===== config.mk =====
export PLATFORM = sky130hd
export DESIGN_NAME = mem_access
export DESIGN_NICKNAME = d
export VERILOG_FILES = /design/src/rtl/mem_access_pkg.sv /design/src/rtl/mem_load_ext.sv /design/src/rtl/mem_access.sv
export SDC_FILE = /design/constraint.sdc
export NUM_CORES = 1
export LEC_CHECK = 0
export BUFFER_PORTS_ARGS = -buffer_cell sky130_fd_sc_hd__buf_4
export CAP_MARGIN = 20
export CORE_MARGIN = 2
export CORE_UTILIZATION = 40
export CTS_BUF_LIST = sky130_fd_sc_hd__clkbuf_16
export DETAILED_ROUTE_END_ITERATION = 7
export GPL_TIMING_DRIVEN = 0
export PLACE_DENSITY = 0.76
export SLEW_MARGIN = 20
export SYNTH_ARGS = -nofsm -noshare
export SYNTH_HDL_FRONTEND = slang
export SYNTH_SLANG_ARGS = --single-unit
export TNS_END_PERCENT = 50

===== constraint.sdc =====
create_clock -name clk -period 2.1 [get_ports clk]
set_clock_uncertainty 0.05 [all_clocks]
set_input_delay 0.105 -clock clk [delete_from_list [all_inputs] [get_ports clk]]
set_output_delay 0.105 -clock clk [all_outputs]
set_load 0.03 [all_outputs]

===== src/rtl/mem_access_pkg.sv =====
// rtl/mem_access_pkg.sv - shared encodings for the memory-stage access unit
package mem_access_pkg;

    typedef enum logic [2:0] {
        MEM_IDLE,
        MEM_WAIT_ADDR,
        MEM_WAIT_DATA,
        MEM_DONE,
        MEM_CANCEL
    } mem_state_t;

    localparam logic [1:0] SIZE_B = 2'd0;
    localparam logic [1:0] SIZE_H = 2'd1;
    localparam logic [1:0] SIZE_W = 2'd2;

    localparam logic [7:0] EXE_LB_OP  = 8'b1110_0000;
    localparam logic [7:0] EXE_LH_OP  = 8'b1110_0001;
    localparam logic [7:0] EXE_LW_OP  = 8'b1110_0011;
    localparam logic [7:0] EXE_LBU_OP = 8'b1110_0100;
    localparam logic [7:0] EXE_LHU_OP = 8'b1110_0101;
    localparam logic [7:0] EXE_SB_OP  = 8'b1110_1000;
    localparam logic [7:0] EXE_SH_OP  = 8'b1110_1001;
    localparam logic [7:0] EXE_SW_OP  = 8'b1110_1011;

    function automatic logic is_mem_op(input logic [7:0] op);
        case (op)
            EXE_LB_OP, EXE_LBU_OP, EXE_LH_OP, EXE_LHU_OP, EXE_LW_OP,
            EXE_SB_OP, EXE_SH_OP, EXE_SW_OP: return 1'b1;
            default:                         return 1'b0;
        endcase
    endfunction

endpackage


===== src/rtl/mem_load_ext.sv =====
// rtl/mem_load_ext.sv - lane select and sign/zero extension of a raw read word
module mem_load_ext
    import mem_access_pkg::*;
(
    input  logic [31:0] rdata,
    input  logic [1:0]  addr_lo,
    input  logic [7:0]  memop,
    output logic [31:0] result
);

    logic [7:0]  sel_byte;
    logic [15:0] sel_half;

    always_comb begin
        case (addr_lo)
            2'd0:    sel_byte = rdata[7:0];
            2'd1:    sel_byte = rdata[15:8];
            2'd2:    sel_byte = rdata[23:16];
            default: sel_byte = rdata[31:24];
        endcase
        sel_half = addr_lo[1] ? rdata[31:16] : rdata[15:0];

        case (memop)
            EXE_LB_OP:  result = {{24{sel_byte[7]}}, sel_byte};
            EXE_LBU_OP: result = {24'd0, sel_byte};
            EXE_LH_OP:  result = {{16{sel_half[15]}}, sel_half};
            EXE_LHU_OP: result = {16'd0, sel_half};
            EXE_LW_OP:  result = rdata;
            default:    result = 32'd0;
        endcase
    end

endmodule


===== src/rtl/mem_access.sv =====
// rtl/mem_access.sv - memory-stage bus access FSM with strobes, stall and load return
module mem_access
    import mem_access_pkg::*;
(
    input  logic        clk,
    input  logic        rst,
    input  logic [7:0]  memopM,
    input  logic [31:0] addrM,
    input  logic [31:0] wdataM,
    input  logic        excM,
    input  logic        flushM,
    input  logic        stall_in,
    output logic        data_req,
    output logic        data_wr,
    output logic [1:0]  data_size,
    output logic [31:0] data_addr,
    output logic [3:0]  data_wstrb,
    output logic [31:0] data_wdata,
    input  logic        data_addr_ok,
    input  logic        data_data_ok,
    input  logic [31:0] data_rdata,
    output logic        mem_stall,
    output logic [31:0] load_dataM
);

    mem_state_t  state;
    logic [31:0] saved_data;
    logic [31:0] ext_data;
    logic        start;

    assign start     = is_mem_op(memopM) & ~excM & ~flushM;
    assign data_addr = addrM;

    mem_load_ext u_load_ext (
        .rdata   (data_rdata),
        .addr_lo (addrM[1:0]),
        .memop   (memopM),
        .result  (ext_data)
    );

    always_comb begin
        data_wr    = 1'b0;
        data_size  = SIZE_W;
        data_wstrb = 4'b0000;
        data_wdata = wdataM;
        case (memopM)
            EXE_LB_OP, EXE_LBU_OP: data_size = SIZE_B;
            EXE_LH_OP, EXE_LHU_OP: data_size = SIZE_H;
            EXE_SB_OP: begin
                data_wr    = 1'b1;
                data_size  = SIZE_B;
                data_wstrb = 4'b0001 << addrM[1:0];
                data_wdata = {4{wdataM[7:0]}};
            end
            EXE_SH_OP: begin
                data_wr    = 1'b1;
                data_size  = SIZE_H;
                data_wstrb = addrM[1] ? 4'b1100 : 4'b0011;
                data_wdata = {2{wdataM[15:0]}};
            end
            EXE_SW_OP: begin
                data_wr    = 1'b1;
                data_wstrb = 4'b1111;
            end
            default: ;
        endcase
    end

    // Request and stall are Mealy outputs so a zero-wait access costs no extra cycle.
    always_comb begin
        data_req   = 1'b0;
        mem_stall  = 1'b0;
        load_dataM = 32'd0;
        case (state)
            MEM_IDLE: begin
                data_req  = start;
                mem_stall = start;
            end
            MEM_WAIT_ADDR: begin
                data_req  = ~flushM;
                mem_stall = 1'b1;
            end
            MEM_WAIT_DATA: begin
                mem_stall = ~data_data_ok;
                if (data_data_ok)
                    load_dataM = ext_data;
            end
            MEM_DONE:   load_dataM = saved_data;
            MEM_CANCEL: mem_stall  = 1'b1;
            default: ;
        endcase
    end

    always_ff @(posedge clk or posedge rst) begin
        if (rst) begin
            state      <= MEM_IDLE;
            saved_data <= 32'd0;
        end else begin
            case (state)
                MEM_IDLE:
                    if (start)
                        state <= data_addr_ok ? MEM_WAIT_DATA : MEM_WAIT_ADDR;
                MEM_WAIT_ADDR:
                    if (flushM)
                        state <= MEM_IDLE;
                    else if (data_addr_ok)
                        state <= MEM_WAIT_DATA;
                MEM_WAIT_DATA:
                    if (data_data_ok) begin
                        if (stall_in && !flushM) begin
                            saved_data <= ext_data;
                            state      <= MEM_DONE;
                        end else begin
                            state <= MEM_IDLE;
                        end
                    end else if (flushM) begin
                        state <= MEM_CANCEL;
                    end
                MEM_DONE:
                    if (!stall_in || flushM)
                        state <= MEM_IDLE;
                MEM_CANCEL:
                    if (data_data_ok)
                        state <= MEM_IDLE;
                default: state <= MEM_IDLE;
            endcase
        end
    end

endmodule


### Yosys cells after proc, flatten, opt, wreduce, memory -nomap -nowiden

Index checks and enable logic that the tools add are counted.

| operators by class | value |
|---|---|
| shift operators | 1 |
| equal/unequal tests | 19 |
| bitwise operators | 5 |
| mux-type cells | 23 |
| reduce and logical (&&, ||, !) cells | 13 |

Operators by type and width:

| kind | count |
|---|---|
| $pmux W32 S5 | 1 |
| $pmux W32 S2 | 2 |
| $eq A8 B8 Y1 const B | 8 |
| $mux W32 | 1 |
| $pmux W8 S3 | 1 |
| $mux W3 | 7 |
| $mux W16 | 1 |
| $pmux W3 S5 | 1 |
| $pmux W4 S3 | 1 |
| $reduce_or A3 Y1 | 3 |
| $reduce_or A8 Y1 | 1 |
| $eq A3 B2 Y1 const B | 2 |
| $ne A2 B2 Y1 const B | 3 |
| $ne A3 B3 Y1 const B | 2 |
| $reduce_and A5 Y1 | 1 |
| $mux W2 | 2 |
| $mux W4 | 1 |
| $pmux W2 S2 | 1 |
| $shl A1 B2 Y4 const A | 1 |
| $eq A3 B1 Y1 const B | 1 |
| $eq A3 B3 Y1 const B | 1 |
| $logic_not A3 Y1 | 1 |
| $not A1 Y1 | 3 |
| $pmux W1 S3 | 1 |
| other kinds (11) | 14 |

| storage, ports and cells | value |
|---|---|
| logic and storage cells | 63 |
| bits of input ports | 111 |
| bits in registers | 35 |
| output and inout port bits | 105 |

### Depth between registers and ports, before layout

Gate-level depths: netlist of the first run.

| logic depth | value |
|---|---|
| depth in word-level cells | 7 |
| mapped depth | 6 |
| mapped depth without buffers | 4 |

### By module

A second synthesis of the first run with hierarchy kept.

| unflattened totals | value |
|---|---|
| cells, all modules | 337 |
| area, all modules | 3375.7 um^2 |

Modules (own cells, without submodules):

| module | instances | seq. area each (um^2) | area each (um^2) | cells an instance |
|---|---|---|---|---|
| mem_access | 1 | 875.8 | 2588.7 | 247 |
| mem_load_ext | 1 | 0.0 | 787.0 | 90 |

### Worst setup path after synthesis of the first run

Ideal clock, no wire load.

| path | value |
|---|---|
| path type | input port to output port |
| from | input port memopM[0] |
| to | output port load_dataM[7] |
| setup slack | -272 ps |
| stages | 6 |
| arrival time | 2217 ps |
| path through | buf_2 > or2_2 > clkbuf_1 > o22ai_1 > a2bb2oi_1 > o41ai_1 |

| between the ends | value |
|---|---|
| longest elaborated chain between the ends | 4 |

Ends and longest elaborated chain:

| item | RTL line | RTL |
|---|---|---|
| start: declaration | mem_access.sv:7 | `input logic [7:0] memopM,` |
| $eq A8 B8 Y1 | mem_load_ext.sv:23 | `case (memop)` |
| $pmux W32 S5 (*) | mem_load_ext.sv:23 |  |
| $mux W32 (*) | mem_access.sv:85 | `if (data_data_ok)` |
| $pmux W32 S2 (*) | mem_access.sv:74 | `case (state)` |
| end: declaration | mem_access.sv:23 | `output logic [31:0] load_dataM` |

Mark *: on every way between the ends. The rest lies on a longest branch, timed or not.

### Worst setup path in the final report of the first run

| path | value |
|---|---|
| from | register state[2] |
| to | output port load_dataM[12] |

| between the ends | value |
|---|---|
| longest elaborated chain between the ends | 2 |

Ends and longest elaborated chain:

| item | RTL line | RTL |
|---|---|---|
| start: declaration | mem_access.sv:26 | `mem_state_t state;` |
| start signal: assignment | mem_access.sv:102 | `state <= data_addr_ok ? MEM_WAIT_DATA : MEM_WAIT_ADDR;` |
| $eq A3 B2 Y1 | mem_access.sv:74 |  |
| $pmux W32 S2 (*) | mem_access.sv:74 |  |

Marked as above.

==> metrics.yaml, run 1 <==
status: "completed"
synth-main-ff-cell: "dfrtp_1"
reg2reg_to: "saved_data[24]"
cts_tree: "built"
slew_headroom: 0.272
dieArea_mm2: 0.00937
io_pins: 216
max_cap_viol_count: 0
start_util: 0.415
cts_buffers: 5
hp-class: "in2reg"
rr_worst_depth: 6
grt_util_all_layers: 0.265
hold_path_depth: 2
fmax_mhz: 484
core_mm2: 0.00830
cp-endpoint: "load_dataM[12]"
postLayoutSetupSlackWorst_ps: 33.9
ff2ff_setup_slack_ps: 110
clock_latency_ps: 280
syn_area_mm2: 0.00344
p_leak_nw: 2.62
routed_via_density: 5.73
grt_antenna_before_repair: 0
hold_viol_final: 0
regToRegStartpoint: "state[2]"
postRouteAntennaNets: 0
synth_nets: 554
rsz0062_at_grt: "true"
tns_ps: 0
detail_route.drc_violations: 0
fin_crit_ps: 2070
arrival_ps: 1910
num_rows: 33
ir_drop_mv: 0.388
p_comb_frac: 0.354
drt_iter0_drc: 324
grt_pass1_vias: 3956
crit_fanout: 10
ys_seq_area_frac: 0.254
area_growth_pct: 55.5
worstSetupPathType: "reg2out"
total_power_mw: 2.60
yosys_warnings: 0
avgSynthCellArea_um2: 7.77
clock_sinks: 35
clockPowerShare: 0.283
endpoint_kind: "primary output"
pwr-share-seq: 0.363
grt_max_degree: 36
drive_above_1_share: 0.460
worst_pin_slew_ps: 1090
wl_mm: 13.4
switching_share: 0.346
clkTransAtPathRegs_ps: 60
crit_required_ps: 1950
drtPass1Iterations: 8
antenna_cells: 0
die_w_um: 96.8
h-tree-depth: 2
pwr_density_cell_mw_per_mm2: 487
nets: 752
synthDistinctLibCells: 51
power.switching_mw: 0.900
fill_cells: 729
dp_slack_ps: -453
grt.overflow.total: 0
async_reset_ff_frac: 1.00
period_share: 0.984
cts_buffer_depth: 2
internal-power_mw: 1.70
synth_cells: 443
grt_first_pass_wirelength_mm: 20.6
root_buffer: "clkbuf_16"
synth-edff-count: 0
post_drt_wl_per_cell_um: 18.0
synth_seq_cells: 35
die_h_um: 96.8
slew_viol_final: 0
gp_congestion: 0.887
setup_violations: 0
io_buffers: 182
critPathLaunch: "state[2]"
vias: 4281
crit_path_start_kind: "flip-flop"
hpwl_mm: 9.97
[cell usage after synthesis, types with 8 or more instances]
master	count	area [um2]
a21oi_1	32	160
mux2_2	18	203
dfrtp_1	35	876
buf_4	42	315
o22ai_1	8	50.1
clkbuf_1	26	97.6
nor2_1	41	154
nand2_1	60	225
o21ai_0	36	180
a221o_1	19	190
mux2i_1	22	220
nand3_1	18	90.1
[worst max-delay path, stage by stage (launching register included)]
cell and delay, ps:
dfrtp_1 370, nand4bb_4 260, buf_6 180, nor2b_1 130, buf_4 210, a32o_1 180, a21o_1 120, buf_4 170
[worst min path at each step]
stage            startpoint  endpoint  slack, ps
2_1_floorplan  data_data_ok  state[2]        120
3_3_place_gp   data_data_ok  state[2]        270
3_5_place_dp            rst  state[1]        260
4_1_cts        data_data_ok  state[2]          2
5_1_grt        data_data_ok  state[2]          3
6_report       data_data_ok  state[2]          3
[flip-flops by register name, summed over array words and instances (netlist names)]
signal	cells
state	3
saved_data	32
[layout by cell type (no fill, tap or decap), types with 8 or more instances in the layout]
cell / Yosys / layout
a21oi_1: 32 / 32
a221o_1: 19 / 19
clkbuf_2: 0 / 8
mux2_2: 18 / 18
nand3_1: 18 / 18
buf_4: 42 / 218
nand2_1: 60 / 60
mux2i_1: 22 / 22
o21ai_0: 36 / 35
nor2_1: 41 / 39
buf_6: 2 / 20
dfrtp_1: 35 / 35
clkbuf_1: 26 / 15
[routing by layer]
metal,wire [um],GRT usage,vias up
met4,203,0.0553,0
met1,5350,0.363,2013
met2,6620,0.442,268
met3,1240,0.0441,24
li1,-,-,1976
met5,0,0,-
[stage by stage]
| step | cell area [um2] | hold WS, ps | cells | util |
|---|---|---|---|---|
| 2_1_floorplan | 3450 | 122 | 443 | - |
| 3_3_place_gp | 4950 | 271 | 730 | 0.596 |
| 3_5_place_dp | 4950 | 255 | 730 | 0.597 |
| 4_1_cts | 5300 | 1.80 | 746 | 0.639 |
| 5_1_grt | 5350 | 2.76 | 747 | 0.645 |
| 6_report | 5350 | 2.61 | 747 | 0.645 |
[logic make-up after synthesis]
group	synth area share
and+or+nand+nor	0.223
AOI/OAI and AO/OA	0.251
buffers and inverters	0.138
muxes	0.134
DFF	0.254
[cell type report]
cell class / instances / area (um2) / area share
Inverter: 4 / 15.0 / 0.00281
Timing Repair Buffer: 192 / 1510 / 0.282
Sequential cell: 35 / 876 / 0.164
Multi-Input combinational cell: 329 / 2190 / 0.409
Clock buffer: 5 / 125 / 0.0234
Tap cell: 105 / 131 / 0.0245
Buffer: 74 / 485 / 0.0907
Clock inverter: 3 / 20.0 / 0.00374
[timing repair]
| action | in CTS | in global routing |
|---|---|---|
| hold buffers | 1 | 0 |
| resized for setup | 36 | 22 |
| hold endpoints to repair | 35 | 0 |
| setup buffers | 15 | 2 |
| setup endpoints to repair | 43 | 56 |
| pin swaps | 5 | 2 |
[power groups by stage]
stage                     Clock (mW)  Combinational (mW)  Sequential (mW)
final                          0.737               0.921            0.946
after floorplan                    0               0.557            0.925
after CTS                      0.737               0.910            0.940
after global placement             0               0.868            0.944
after detailed placement           0               0.892            0.952
after global routing           0.769               0.990            0.962
Note: power is estimated with default switching activity, not from simulation.
==> run 2, diff against run 1 <==
--- a/config.mk
+++ b/config.mk
@@ -12,7 +12,7 @@
 export CTS_BUF_LIST = sky130_fd_sc_hd__clkbuf_16
 export DETAILED_ROUTE_END_ITERATION = 7
 export GPL_TIMING_DRIVEN = 0
-export PLACE_DENSITY = 0.76
+export PLACE_DENSITY_LB_ADDON = 0.08
 export SLEW_MARGIN = 20
 export SYNTH_ARGS = -nofsm -noshare
 export SYNTH_HDL_FRONTEND = slang
==> run 2 against run 1 <==
Net effect:
- global-route usage rose by 0.59 points
- final area rose by 1.0%
- non-clock buffer count rose by 8
- critical path depth did not move
- via count fell by 0.63%
- clock power rose by 13%
- register-to-register slack got worse by 20 ps
- critical endpoint is now load_dataM[16]
- largest cell class unchanged
==> metrics.yaml, run 2 (synthesized netlist as in run 1, its figures left out) <==
status: "completed"
antenna_cells: 0  # unchanged
grt_pass1_vias: 4075  # +3.0%
reg_top3: "saved_data: 32 flops, state: 3 flops"
tns_ps: 0  # unchanged
worst_pin_slew_ps: 1020  # -68.9 ps
h-tree-depth: 2  # unchanged
nets: 760  # +1.1%
io_pins: 216  # unchanged
start_util: 0.415  # unchanged
path_delay_family: "simple AND/OR/NAND/NOR gates"
fill_cells: 726  # -0.41%
worstSetupPathDepth: 7  # unchanged
crit_fanout: 6  # -4
fmax_mhz: 477  # -1.5%
clock_sinks: 35  # unchanged
root_buffer: "clkbuf_16"
grt_max_degree: 36  # unchanged
num_rows: 33  # unchanged
reg2reg_to: "saved_data[3]"
drt_iter0_drc: 287  # -11%
grt_antenna_before_repair: 0  # unchanged
ff2ff_setup_slack_ps: 90  # -20 ps
area_growth_pct: 57.0
ir_drop_mv: 0.338  # -13%
postRouteAntennaNets: 0  # unchanged
period_share: 0.999  # +0.0153
cts_buffer_depth: 2  # unchanged
largest_reg_flops: 32  # unchanged
wl_mm: 13.3  # -0.85%
setup_violations: 0  # unchanged
cts_buffers: 5  # unchanged
arrival_ps: 1940  # +30 ps
detail_route.drc_violations: 0  # unchanged
post_drt_wl_per_cell_um: 17.6  # -1.9%
pwr_density_cell_mw_per_mm2: 502  # +3.2%
gp_congestion: 0.934  # +5.3%
p_leak_nw: 2.67  # +2.0%
drive_above_1_share: 0.462  # +0.00204
clkTransAtPathRegs_ps: 50  # about the same
max_cap_viol_count: 0  # unchanged
grt_util_all_layers: 0.271  # +0.00593
slowest_stage: "or3_2"
hold_viol_final: 0  # unchanged
critPathLaunch: "memopM[4]"
dieArea_mm2: 0.00937  # unchanged
grt.overflow.total: 0  # unchanged
timing.critical_path.mode_cell: "buf_4"
die_h_um: 96.8  # unchanged
hp-class: "in2reg"
slew_headroom: 0.318  # +0.0460
layout_commonest_cell: "buf_4"
crit_required_ps: 1950  # about the same
slew_viol_final: 0  # unchanged
drtPass1Iterations: 5  # -3
total_power_mw: 2.71  # +4.2%
max_stage_delay_ps: 550  # +180 ps
largest_register: "saved_data"
crit_chain: "buf_4, nand4b_1, or3_2, nor4b_4, buf_4, a221o_1, buf_6"
die_w_um: 96.8  # unchanged
hpwl_mm: 10.2  # +2.5%
crit_buf_inv: 3  # unchanged
io_buffers: 182  # unchanged
cp-endpoint: "load_dataM[16]"
endpoint_kind: "primary output"
regToRegStartpoint: "state[0]"
cts_tree: "built"
rr_worst_depth: 6  # unchanged
core_mm2: 0.00830  # unchanged
vias: 4254  # -0.63%
routed_via_density: 5.63  # -1.7%
worstSetupPathType: "in2out"
clock_latency_ps: 280  # about the same
crit_path_start_kind: "primary input"
grt_first_pass_wirelength_mm: 20.9  # +1.4%
fin_crit_ps: 2100  # +32.1 ps
layout_common_cells: "226 x buf_4, 60 x nand2_1, 40 x nor2_1"
rsz0062_at_grt: "true"
## run 2: worst min path at each step
stage / from / endpoint / slack [ps] / cells past startpoint
2_1_floorplan: data_data_ok / state[2] / 120 / 1
3_3_place_gp: data_data_ok / state[2] / 270 / 2
3_5_place_dp: rst / saved_data[11] / 250 / 2
4_1_cts: data_rdata[21] / saved_data[21] / 40 / 3
5_1_grt: data_rdata[21] / saved_data[21] / 40 / 3
6_report: data_rdata[21] / saved_data[21] / 40 / 3
## run 2: metrics by stage
stage / cell area [um2] / util / instances / setup WS [ps] / hold WS, ps
floorplan: 3450 / - / 443 / -13.8 / 122
CTS: 5320 / 0.641 / 750 / -16.1 / 37.0
global placement: 4950 / 0.596 / 730 / -763 / 268
detailed placement: 4950 / 0.597 / 730 / -447 / 253
finish: 5410 / 0.652 / 755 / 1.81 / 37.0
global route: 5410 / 0.652 / 755 / -71.0 / 44.2
## run 2: cell type report
cell class	instances	area, um2	share of cell area
Multi-Input combinational cell	329	2170	0.401
Buffer	75	510	0.0944
Tap cell	105	131	0.0243
Timing Repair Buffer	199	1540	0.285
Clock inverter	3	38.8	0.00717
Sequential cell	35	876	0.162
Clock buffer	5	125	0.0231
Inverter	4	15.0	0.00278
## run 2: repair_timing
action | 4_1_cts | 5_1_grt
cloned | 1 | 1
buffers inserted | 9 | 4
endpoints found under the hold margin | 36 | 0
resized for setup | 28 | 23
pin swaps | 5 | 3
setup endpoints to repair | 44 | 53
hold buffers | 2 | 0
## run 2: power breakdown
part	switching, mW	leakage [nW]	internal, mW
combinational	0.499	2.12	0.432
sequential	0.100	0.465	0.847
clock	0.282	0.0812	0.553
total	0.882	2.67	1.83
## run 2: metal layers
metal,part of all wire,global-route usage,vias to the layer above
met2,0.50,0.452,192
met3,0.066,0.0426,21
met4,0.017,0.0737,0
met5,0,0,-
li1,-,-,1990
met1,0.42,0.365,2051
## run 2: worst reg2reg max path, cell delays in order, from the launching register on
cell	delay, ps
dfrtp_1	390
nand4bb_4	250
buf_8	160
nor2_1	390
clkbuf_1	470
nor2_1	80
a21oi_1	140
==> run 3, diff against run 2 <==
--- a/config.mk
+++ b/config.mk
@@ -6,13 +6,13 @@
 export NUM_CORES = 1
 export LEC_CHECK = 0
 export BUFFER_PORTS_ARGS = -buffer_cell sky130_fd_sc_hd__buf_4
-export CAP_MARGIN = 20
+export CAP_MARGIN = 25
 export CORE_MARGIN = 2
 export CORE_UTILIZATION = 40
 export CTS_BUF_LIST = sky130_fd_sc_hd__clkbuf_16
 export DETAILED_ROUTE_END_ITERATION = 7
 export GPL_TIMING_DRIVEN = 0
-export PLACE_DENSITY_LB_ADDON = 0.08
+export PLACE_DENSITY_LB_ADDON = 0.15
 export SLEW_MARGIN = 20
 export SYNTH_ARGS = -nofsm -noshare
 export SYNTH_HDL_FRONTEND = slang
==> run 3 against run 2 <==
Net effect:
- global-route usage fell by 0.17 points
- sequential power fell by 0.4%
- register-to-register slack got worse by 60 ps
- utilization fell by 0.62 points
- clock power decreased by 13%
- routed wire length increased by 1.1%
- fmax up 1.5%
- die area unchanged
- worst setup slack improved by 30 ps
- final area decreased by 0.95%
- critical path type unchanged
- largest cell class unchanged
- highest routed layer unchanged
==> metrics.yaml, run 3 (synthesized netlist as in run 1, its figures left out) <==
io_pins: 216  # unchanged
seqCellArea_um2: 876  # unchanged
gp_congestion: 0.950  # +1.7%
routed_via_density: 5.64  # +0.16%
fill_cells: 751  # +3.4%
crit_required_ps: 1950  # about the same
worst_pin_slew_ps: 1000  # -18.9 ps
multiInputGateArea_mm2: 0.00218  # +0.46%
largest_reg_flops: 32  # unchanged
power.switching_mw: 0.894  # +1.3%
crit_fanout: 6  # unchanged
reg_top3: "saved_data: 32 flops, state: 3 flops"
drtPass1Iterations: 6  # +1
grt.overflow.total: 0  # unchanged
hp-class: "in2reg"
slew_headroom: 0.331  # +0.0126
tns_ps: 0  # unchanged
clockPowerShare: 0.279  # -0.029
start_util: 0.415  # unchanged
area_growth_pct: 55.6
p_leak_nw: 2.64  # -1.0%
grt_first_pass_wirelength_mm: 21.0  # +0.26%
max_cap_viol_count: 0  # unchanged
worstSetupPathType: "in2out"
grt_max_degree: 36  # unchanged
setup_violations: 0  # unchanged
clkTransAtPathRegs_ps: 50  # about the same
slew_viol_final: 0  # unchanged
postLayoutSetupSlackWorst_ps: 31.8  # +30.0 ps
holdWs_ps: 38.7  # +1.72 ps
arrival_ps: 1910  # -30 ps
pwr_density_cell_mw_per_mm2: 487  # -3.1%
p_comb_frac: 0.359  # +0.016
root_buffer: "clkbuf_16"
wl_mm: 13.5  # +1.1%
clock_sinks: 35  # unchanged
cts_buffer_depth: 2  # unchanged
grt_util_all_layers: 0.269  # -0.00168
dieArea_mm2: 0.00937  # unchanged
endpoint_kind: "primary output"
die_h_um: 96.8  # unchanged
internal-power_mw: 1.71  # -6.6%
die_w_um: 96.8  # unchanged
num_rows: 33  # unchanged
fmax_mhz: 484  # +1.5%
fin_crit_ps: 2070  # -30.0 ps
nets: 757  # -0.39%
grt_pass1_vias: 4068  # -0.17%
ir_drop_mv: 0.358  # +5.9%
core_mm2: 0.00830  # unchanged
drt_iter0_drc: 352  # +23%
clock_latency_ps: 280  # about the same
detail_route.drc_violations: 0  # unchanged
pwr-share-seq: 0.362  # +0.013
cts_buffers: 5  # unchanged
grt_antenna_before_repair: 0  # unchanged
crit_path_start_kind: "primary input"
post_drt_wl_per_cell_um: 17.9  # +1.5%
largest_register: "saved_data"
io_buffers: 182  # unchanged
vias: 4244  # -0.24%
antenna_cells: 0  # unchanged
hold_viol_final: 0  # unchanged
drive_above_1_share: 0.461  # -0.000951
dp_slack_ps: -402  # +45.3 ps
ff2ff_setup_slack_ps: 30  # -60 ps
postRouteAntennaNets: 0  # unchanged
h-tree-depth: 2  # unchanged
period_share: 0.985  # -0.0143
hpwl_mm: 10.1  # -1.0%
layout_commonest_cell: "buf_4"
rsz0062_at_grt: "true"
cts_tree: "built"
switching_share: 0.343  # +0.0180
layout_common_cells: "229 x buf_4, 60 x nand2_1, 39 x nor2_1"
status: "completed"
[run 3: cell types whose count changed in the layout (fill, tap and decap cells not counted), sizes merged]
cell      before  now
clkbuf        31   30
clkinv         3    2
buf          246  244
clkinvlp       0    1
inv            3    4
bufinv         1    0
[run 3: worst max-delay path, cell delays in order]
cell and delay, ps:
buf_6 110, buf_8 110, mux2_4 280, mux4_2 520, nor4b_4 170, buf_4 160, a221o_1 300, buf_6 150
[run 3: worst paths after layout]
kind | from | endpoint | cells after the start
setup / recovery | addrM[0] | load_dataM[17] | 8
hold / removal | data_rdata[21] | saved_data[21] | 3
setup reg to reg | state[2] | saved_data[1] | 7
hold reg to reg | saved_data[9] | saved_data[9] | 2
max in group asynchronous | rst | saved_data[3] | 3
min in group asynchronous | rst | saved_data[8] | 3
[run 3: timing repair]
action	in CTS	in global routing
resized for setup	24	19
cloned	1	1
setup buffers	9	1
hold buffers	2	0
endpoints found under the setup margin	53	62
hold endpoints to repair	36	0
pin swaps	5	5
[run 3: power groups by stage]
stage	Clock [mW]	Sequential (mW)	Combinational [mW]
floorplan	0	0.925	0.557
global placement	0	0.942	0.867
global route	0.750	0.961	1.00
finish	0.726	0.944	0.936
CTS	0.728	0.940	0.922
detailed placement	0	0.950	0.891
[run 3: layout make-up]
type / instances / area share
multi-input combinational: 329 / 0.407
timing repair buffer: 196 / 0.281
sequential: 35 / 0.164
buffer: 75 / 0.0944
tap: 105 / 0.0245
clock buffer: 5 / 0.0234
clock inverter: 3 / 0.00304
inverter: 4 / 0.00280
[run 3: per-stage QoR]
stage	total power, mW	utilization	std cells	instance area [um2]
floorplan	1.48	-	443	3450
global placement	1.81	0.596	730	4950
detailed placement	1.84	0.597	730	4950
CTS	2.59	0.638	750	5290
global route	2.71	0.645	752	5360
finish	2.61	0.645	752	5360
[run 3: metal layers]
layer | wire length (um) | global-route usage | vias to the layer above
met1 | 5390 | 0.358 | 2000
met4 | 203 | 0.0488 | 0
met2 | 6780 | 0.465 | 236
met5 | 0 | 0 | -
met3 | 1080 | 0.0448 | 25
li1 | - | - | 1983
